`src/rtl/vec_mem_pkg.sv`:
```
// Shared definitions for the vector MEM-stage responder and its control path.
// State codes are plain constants so legacy decoders can compare against them.
package vec_mem_pkg;

  localparam int DEF_LANES = 4;
  localparam int DEF_LW    = 32;

  typedef logic [2:0] vm_state_t;

  localparam vm_state_t ST_IDLE  = 3'd0;
  localparam vm_state_t ST_WRITE = 3'd1;
  localparam vm_state_t ST_READ  = 3'd2;
  localparam vm_state_t ST_DRAIN = 3'd3;
  localparam vm_state_t ST_DONE  = 3'd4;

  // States in which the responder owns the RAM and must hold the pipeline.
  function automatic logic is_busy(input vm_state_t st);
    return (st == ST_WRITE) || (st == ST_READ) || (st == ST_DRAIN);
  endfunction

endpackage

```
`src/rtl/vec_mem_responder.sv`:
```
// Serialises one vector load/store into LANES single-word RAM cycles and
// holds the pipeline with stall until the access completes.
module vec_mem_responder
  import vec_mem_pkg::*;
#(
  parameter int LANES = DEF_LANES,
  parameter int LW    = DEF_LW,
  parameter int AW    = 10
) (
  input  logic                clk,
  input  logic                rst,
  input  logic                wmem,
  input  logic                rmem,
  input  logic [AW-1:0]       addr,
  input  logic [LANES*LW-1:0] wdata,
  output logic                stall,
  output logic                done,
  output logic [LANES*LW-1:0] rdata,
  output logic [AW-1:0]       ram_addr,
  output logic                ram_we,
  output logic [LW-1:0]       ram_wdata,
  input  logic [LW-1:0]       ram_rdata
);

  localparam int CW = (LANES > 1) ? $clog2(LANES) : 1;
  localparam logic [CW-1:0] LANE_ZERO = CW'(0);
  localparam logic [CW-1:0] LANE_ONE  = CW'(1);
  localparam logic [CW-1:0] LANE_LAST = CW'(LANES - 1);
  localparam logic [AW-1:0] ADDR_ONE  = AW'(1);

  vm_state_t           state_r;
  logic [CW-1:0]       lane_r;
  logic [LANES*LW-1:0] wbuf_r;
  logic [LANES*LW-1:0] rbuf_r;
  logic [LANES*LW-1:0] rbuf_next_s;
  logic                done_r;
  logic                ram_we_r;
  logic [AW-1:0]       ram_addr_r;
  logic [LW-1:0]       ram_wdata_r;
  logic [LANES*LW-1:0] rdata_r;
  logic                stall_s;

  // Read words arrive in lane order and are shifted in from the top, so
  // after LANES captures lane 0 sits in the least significant slot.
  always_comb begin
    rbuf_next_s = {ram_rdata, rbuf_r[LANES*LW-1:LW]};
  end

  // Hold the pipeline while a request is pending in IDLE or an access is underway.
  always_comb begin
    if (state_r == ST_IDLE) begin
      stall_s = wmem | rmem;
    end else begin
      stall_s = is_busy(state_r);
    end
  end

  // Access sequencer: lane counter, RAM port registers and read assembly.
  always_ff @(posedge clk or posedge rst) begin
    if (rst) begin
      state_r     <= ST_IDLE;
      lane_r      <= LANE_ZERO;
      wbuf_r      <= '0;
      rbuf_r      <= '0;
      done_r      <= 1'b0;
      ram_we_r    <= 1'b0;
      ram_addr_r  <= '0;
      ram_wdata_r <= '0;
      rdata_r     <= '0;
    end else begin
      done_r <= 1'b0;
      case (state_r)
        ST_IDLE: begin
          if (wmem) begin
            state_r     <= ST_WRITE;
            lane_r      <= LANE_ZERO;
            ram_we_r    <= 1'b1;
            ram_addr_r  <= addr;
            ram_wdata_r <= wdata[LW-1:0];
            wbuf_r      <= wdata >> LW;
          end else if (rmem) begin
            state_r    <= ST_READ;
            lane_r     <= LANE_ZERO;
            ram_we_r   <= 1'b0;
            ram_addr_r <= addr;
            rbuf_r     <= '0;
          end else begin
            state_r  <= ST_IDLE;
            ram_we_r <= 1'b0;
          end
        end
        ST_WRITE: begin
          if (lane_r == LANE_LAST) begin
            state_r  <= ST_DONE;
            lane_r   <= LANE_ZERO;
            ram_we_r <= 1'b0;
            done_r   <= 1'b1;
          end else begin
            lane_r      <= lane_r + LANE_ONE;
            ram_addr_r  <= ram_addr_r + ADDR_ONE;
            ram_wdata_r <= wbuf_r[LW-1:0];
            wbuf_r      <= wbuf_r >> LW;
          end
        end
        ST_READ: begin
          // The word on ram_rdata belongs to the previous lane's address.
          if (lane_r != LANE_ZERO) begin
            rbuf_r <= rbuf_next_s;
          end else begin
            rbuf_r <= rbuf_r;
          end
          if (lane_r == LANE_LAST) begin
            state_r <= ST_DRAIN;
            lane_r  <= LANE_ZERO;
          end else begin
            lane_r     <= lane_r + LANE_ONE;
            ram_addr_r <= ram_addr_r + ADDR_ONE;
          end
        end
        ST_DRAIN: begin
          state_r  <= ST_DONE;
          ram_we_r <= 1'b0;
          rdata_r  <= rbuf_next_s;
          done_r   <= 1'b1;
        end
        ST_DONE: begin
          state_r <= ST_IDLE;
        end
        default: begin
          state_r  <= ST_IDLE;
          lane_r   <= LANE_ZERO;
          ram_we_r <= 1'b0;
        end
      endcase
    end
  end

  assign stall     = stall_s;
  assign done      = done_r;
  assign rdata     = rdata_r;
  assign ram_addr  = ram_addr_r;
  assign ram_we    = ram_we_r;
  assign ram_wdata = ram_wdata_r;

endmodule

```
`config.mk`:
```
export PLATFORM = sky130hd
export DESIGN_NAME = vec_mem_responder
export DESIGN_NICKNAME = d
export VERILOG_FILES = /design/src/rtl/vec_mem_pkg.sv /design/src/rtl/vec_mem_responder.sv
export SDC_FILE = /design/constraint.sdc
export NUM_CORES = 1
export LEC_CHECK = 0
export BUFFER_PORTS_ARGS = -buffer_cell sky130_fd_sc_hd__buf_4
export CORE_MARGIN = 2
export CORE_UTILIZATION = 54
export DETAILED_ROUTE_END_ITERATION = 7
export GPL_ROUTABILITY_DRIVEN = 0
export PLACE_DENSITY = 0.8
export SLEW_MARGIN = 20
export SYNTH_ARGS = -nofsm -noshare
export SYNTH_HDL_FRONTEND = slang
export SYNTH_SLANG_ARGS = --single-unit
```
`constraint.sdc`:
```
create_clock -name clk -period 17.13 [get_ports clk]
set_input_delay 3.426 -clock clk [delete_from_list [all_inputs] [get_ports clk]]
set_output_delay 3.426 -clock clk [all_outputs]
set_load 0.02 [all_outputs]
```
== After elaboration in Yosys (flattened, before gate mapping) ==
Cells that the tools add are included.
Storage, ports and cells
  bits in writable memories: 0
  latch bits: 0
  output and inout port bits: 173
  bits in read-only memories: 0
  memories: 0
  bits in registers: 433
  logic and storage cells: 73
Cells by class
  equal/unequal tests: 14
  bitwise logic cells: 3
  divide/modulo/power cells: 0
  reduce and logical (&&, ||, !) cells: 16
  multiply operators: 0
  shift operators: 0
  magnitude comparators: 0
  add/subtract/negate cells: 2
  mux-type cells: 29
Operators by type and width (count)
  128-bit two-way mux: 5
  128-bit case mux with 2 select lines: 2
  32-bit two-way mux: 2
  32-bit case mux with 2 select lines: 1
  10-bit two-way mux: 3
  10-bit case mux with 2 select lines: 1
  3-bit case mux with 4 select lines: 1
  10-bit by 1-bit adder with 10-bit output, second input constant: 1
  2-bit two-way mux: 5
  2-bit inequality test, second input constant: 5
  2-bit nonzero test: 4
  3-bit by 2-bit equality test with 1-bit output, second input constant: 2
  3-bit two-way mux: 2
  2-bit by 1-bit inequality test with 1-bit output, second input constant: 3
  2-bit case mux with 3 select lines: 1
  2-bit AND reduction: 3
  3-bit AND reduction: 2
  2-bit OR reduction: 3
  1-bit two-way mux: 4
  4-bit AND reduction: 1
  3-bit by 1-bit equality test with 1-bit output, second input constant: 1
  3-bit equality test, second input constant: 1
  3-bit zero test: 1
  3-bit inequality test, second input constant: 1
  other kinds (7): 9

== Longest topological paths before layout ==
  word-level depth: 4
  gate-level depth with buffers: 8
  depth with buffers taken out: 6

== Least setup slack after synthesis ==
No wires, ideal clock.
  kind: in2out
  start point: input port wmem
  end point: output port stall
  cell stages on the path: 2
  arrival: 3.803 ns
  slack: 9.901 ns
  required time: 13.704 ns
  path buffers: 0
  cell sequence: nor2_1 -> a21oi_1
Between the ends
  word-level cells in the longest chain between the ends: 2
Ends and longest elaborated chain
  start, declared: line vec_mem_responder.sv:12  | input logic wmem,
  1-bit bitwise OR: line vec_mem_responder.sv:52  | stall_s = wmem | rmem;
  1-bit two-way mux: line vec_mem_responder.sv:51  | if (state_r == ST_IDLE) begin
  end, declared: line vec_mem_responder.sv:16  | output logic stall,
Every way passes these cells.

== Final worst setup path ==
Ends and elaborated chain as after synthesis.

==> results.toml <==
[outcome]
status = "completed"

[clock_tree]
cts_setup_buffers = 0
clkTransAtPathRegs_ns = 0.06
clk_latency_ns = 0.51
cts.path.max_buffers = 3
cts_resized = 0
cts_sinks = 369
cts_tree = "done"
cts-hold-fix-buffers = 0
cts_buffers = 38
root_buffer = "clkbuf_16"
cts_htree_levels = 2

[synthesis]
yosysTopAreaCell = "dfrtp_1"
syn-mean-instance-area_um2 = 13.40
ys_top_cells_by_area = "dfrtp_1 (63%), mux2_2 (9.9%), a22o_1 (7.6%), mux2i_1 (6.9%), o21ai_0 (3.1%)"
synth.cell_area_um2 = 14740
async_reset_ff_share_pct = 100.0
synth.distinct_cells = 46
yosys_warnings = 0
synth_nets = 1277
seq_area_frac_synth_pct = 62.63
synth_enable_flop_cells = 0
ys_seq_elements = 369
ys.flop_type = "dfrtp_1"
synthCells = 1100
netlist.area_leader.share_pct = 62.63

[pwr]
p_leak_nw = 9.452
cellPowerDensity_nw_per_um2 = 198.1
ir_drop_mv = 0.1322
total_power_mw = 3.694

[grt]
grt_use_met1_pct = 33.18
track_usage_pct = 24.28
antenna_found_initial = 0
grt_pass1_vias = 10055
top_usage_layer = "met2"
grt_pass1_wl_mm = 55.36
overflow = 0
grt_max_degree = 133
gr-usage-met3_pct = 7.882
grtUsageMet2_pct = 37.57

[route]
drtIter0Drc = 712
ant_nets = 0
wl_per_cell_um = 19.77
remaining_drc_errors = 0
avgViaCountPerCell = 5.592
dr_total_vias = 9960
wl_mm = 35.21
dr.pass1.iters = 5

[critical_path]
reg2reg_from = "state_r[2]"
crit_buf_inv = 2
regToRegSetupSlack_ns = 13.96
r2r-end = "rdata[54]"
endpoint = "stall"
cp.required_ns = 13.70
crit_family = "buffers and inverters"
ff2ff_path_depth = 4
crit_chain = "buf_4 -> nor2_1 -> a21oi_1 -> buf_4"
critical_path_class = "in2out"
critical_path_cell_count = 4
cp_slowest_cell = "buf_4"
crit_path_frequent_cell = "buf_4"
cp.arrival_ns = 3.96
endpoint_kind = "output port"
startpoint_type = "input port"
slowest_delay_ns = 0.19
startpoint = "wmem"
path_max_fanout = 7

[die]
io_pins = 347
start_util_pct = 54.86
coreArea_um2 = 26880
die_w_um = 169.2
die_y_um = 169.2
rows = 60
dieArea_um2 = 28640

[final_layout]
fillers = 1908
layout_commonest_cell = "dfrtp_1"
seq_area_um2 = 9234
final_layout_size_suffix_gt1_share_pct = 38.19
multi_input_area_um2 = 5065
syn_to_final_growth_pct = 26.45
nNetsFinal = 1593
antenna_cells = 0
final_cell_mix = "dfrtp_1 (369), buf_4 (355), mux2_2 (129)"

[timing]
skew_ns = 0.008318
setup_viol = 0
tns_ns = 0
max_freq_mhz = 135.3
worst_pin_slew_ns = 1.089
hold_violations = 0
slew_headroom_pct = 27.38
fin_crit_ns = 7.389
rsz0062_at_grt = "no"
final_max_slew_viol_count = 0
fin_crit_sh_pct = 43.13
whs_ns = 0.4783

[placed_design]
place_hpwl_mm = 23.23
io_buffers = 346

[run]
max_cap_violations = 0

[hold_path]
worstHoldPathType = "reg2reg"
[state kept, by name, indices dropped and copies added, names as in the netlist]
name	count
done	1
ram_wdata	32
ram_we	1
state_r	3
wbuf_r	96
rbuf_r	96
ram_addr	10
lane_r	2
rdata	128
[worst min path at each step]
| stage | startpoint | endpoint | slack, ns | cells after the start |
|---|---|---|---|---|
| after global placement | wbuf_r[0] | wbuf_r[0] | 0.46 | 2 |
| after floorplan | wbuf_r[0] | wbuf_r[0] | 0.45 | 2 |
| final | wbuf_r[32] | wbuf_r[32] | 0.48 | 2 |
| after detailed placement | ram_wdata[30] | ram_wdata[30] | 0.47 | 2 |
| after global routing | wbuf_r[42] | wbuf_r[42] | 0.50 | 2 |
| after CTS | wbuf_r[0] | wbuf_r[0] | 0.48 | 2 |
[tightest hold or removal path, cell delays in order (launching register included)]
cell and delay [ns]:
dfrtp_1 0.34, nand2_1 0.04, o21ai_0 0.06
[synth_stat cells (all sizes together) (4+ instances only)]
cell type  number
dfrtp         369
and3            4
a22o          128
a2bb2oi         4
inv            10
mux2          129
nor2           13
mux2i         101
nand2         101
buf            57
a21oi          10
clkbuf         24
nor3            4
o21ai         109
o22ai           4
[through the flow]
stage	cell area [um^2]	worst slack [ns]	std cells	utilization, %
after floorplan	14740	3.458	1100	-
after global placement	17450	9.749	1717	64.93
after detailed placement	17450	9.743	1717	64.93
after CTS	18640	9.740	1781	69.34
after global routing	18640	9.700	1781	69.37
final	18640	9.741	1781	69.37
[cells by family (layout without fill, tap and decap cells)]
logic type      after synthesis  in the layout  synth area share [%]
mux                         230            230                 16.71
simple gates                139            139                 4.090
fa+ha+maj                     3              3                0.2546
compound gates              267            267                 12.90
buf+inv                      91            431                 3.233
flops                       369            369                 62.63
xor+xnor                      1              1                0.1867
[metal layers]
metal,up-vias,share of wire [%]
li1,4606,-
met1,4947,42
met2,352,46
met3,55,9.3
met4,0,2.4
met5,-,0
[power breakdown]
part / switching, mW / internal (mW)
combinational: 0.814 / 0.656
sequential: 0.225 / 1.21
clock: 0.320 / 0.467
[cell type report]
| type | instances | share of cell area (%) |
|---|---|---|
| well taps | 341 | 2.288 |
| inverters | 10 | 0.2416 |
| multi-input cells | 640 | 27.17 |
| flip-flops and latches | 369 | 49.53 |
| repair buffers | 357 | 14.42 |
| clock inverters | 6 | 0.3154 |
| clock buffers | 58 | 6.047 |
Note: power is estimated with default switching activity, not from simulation.
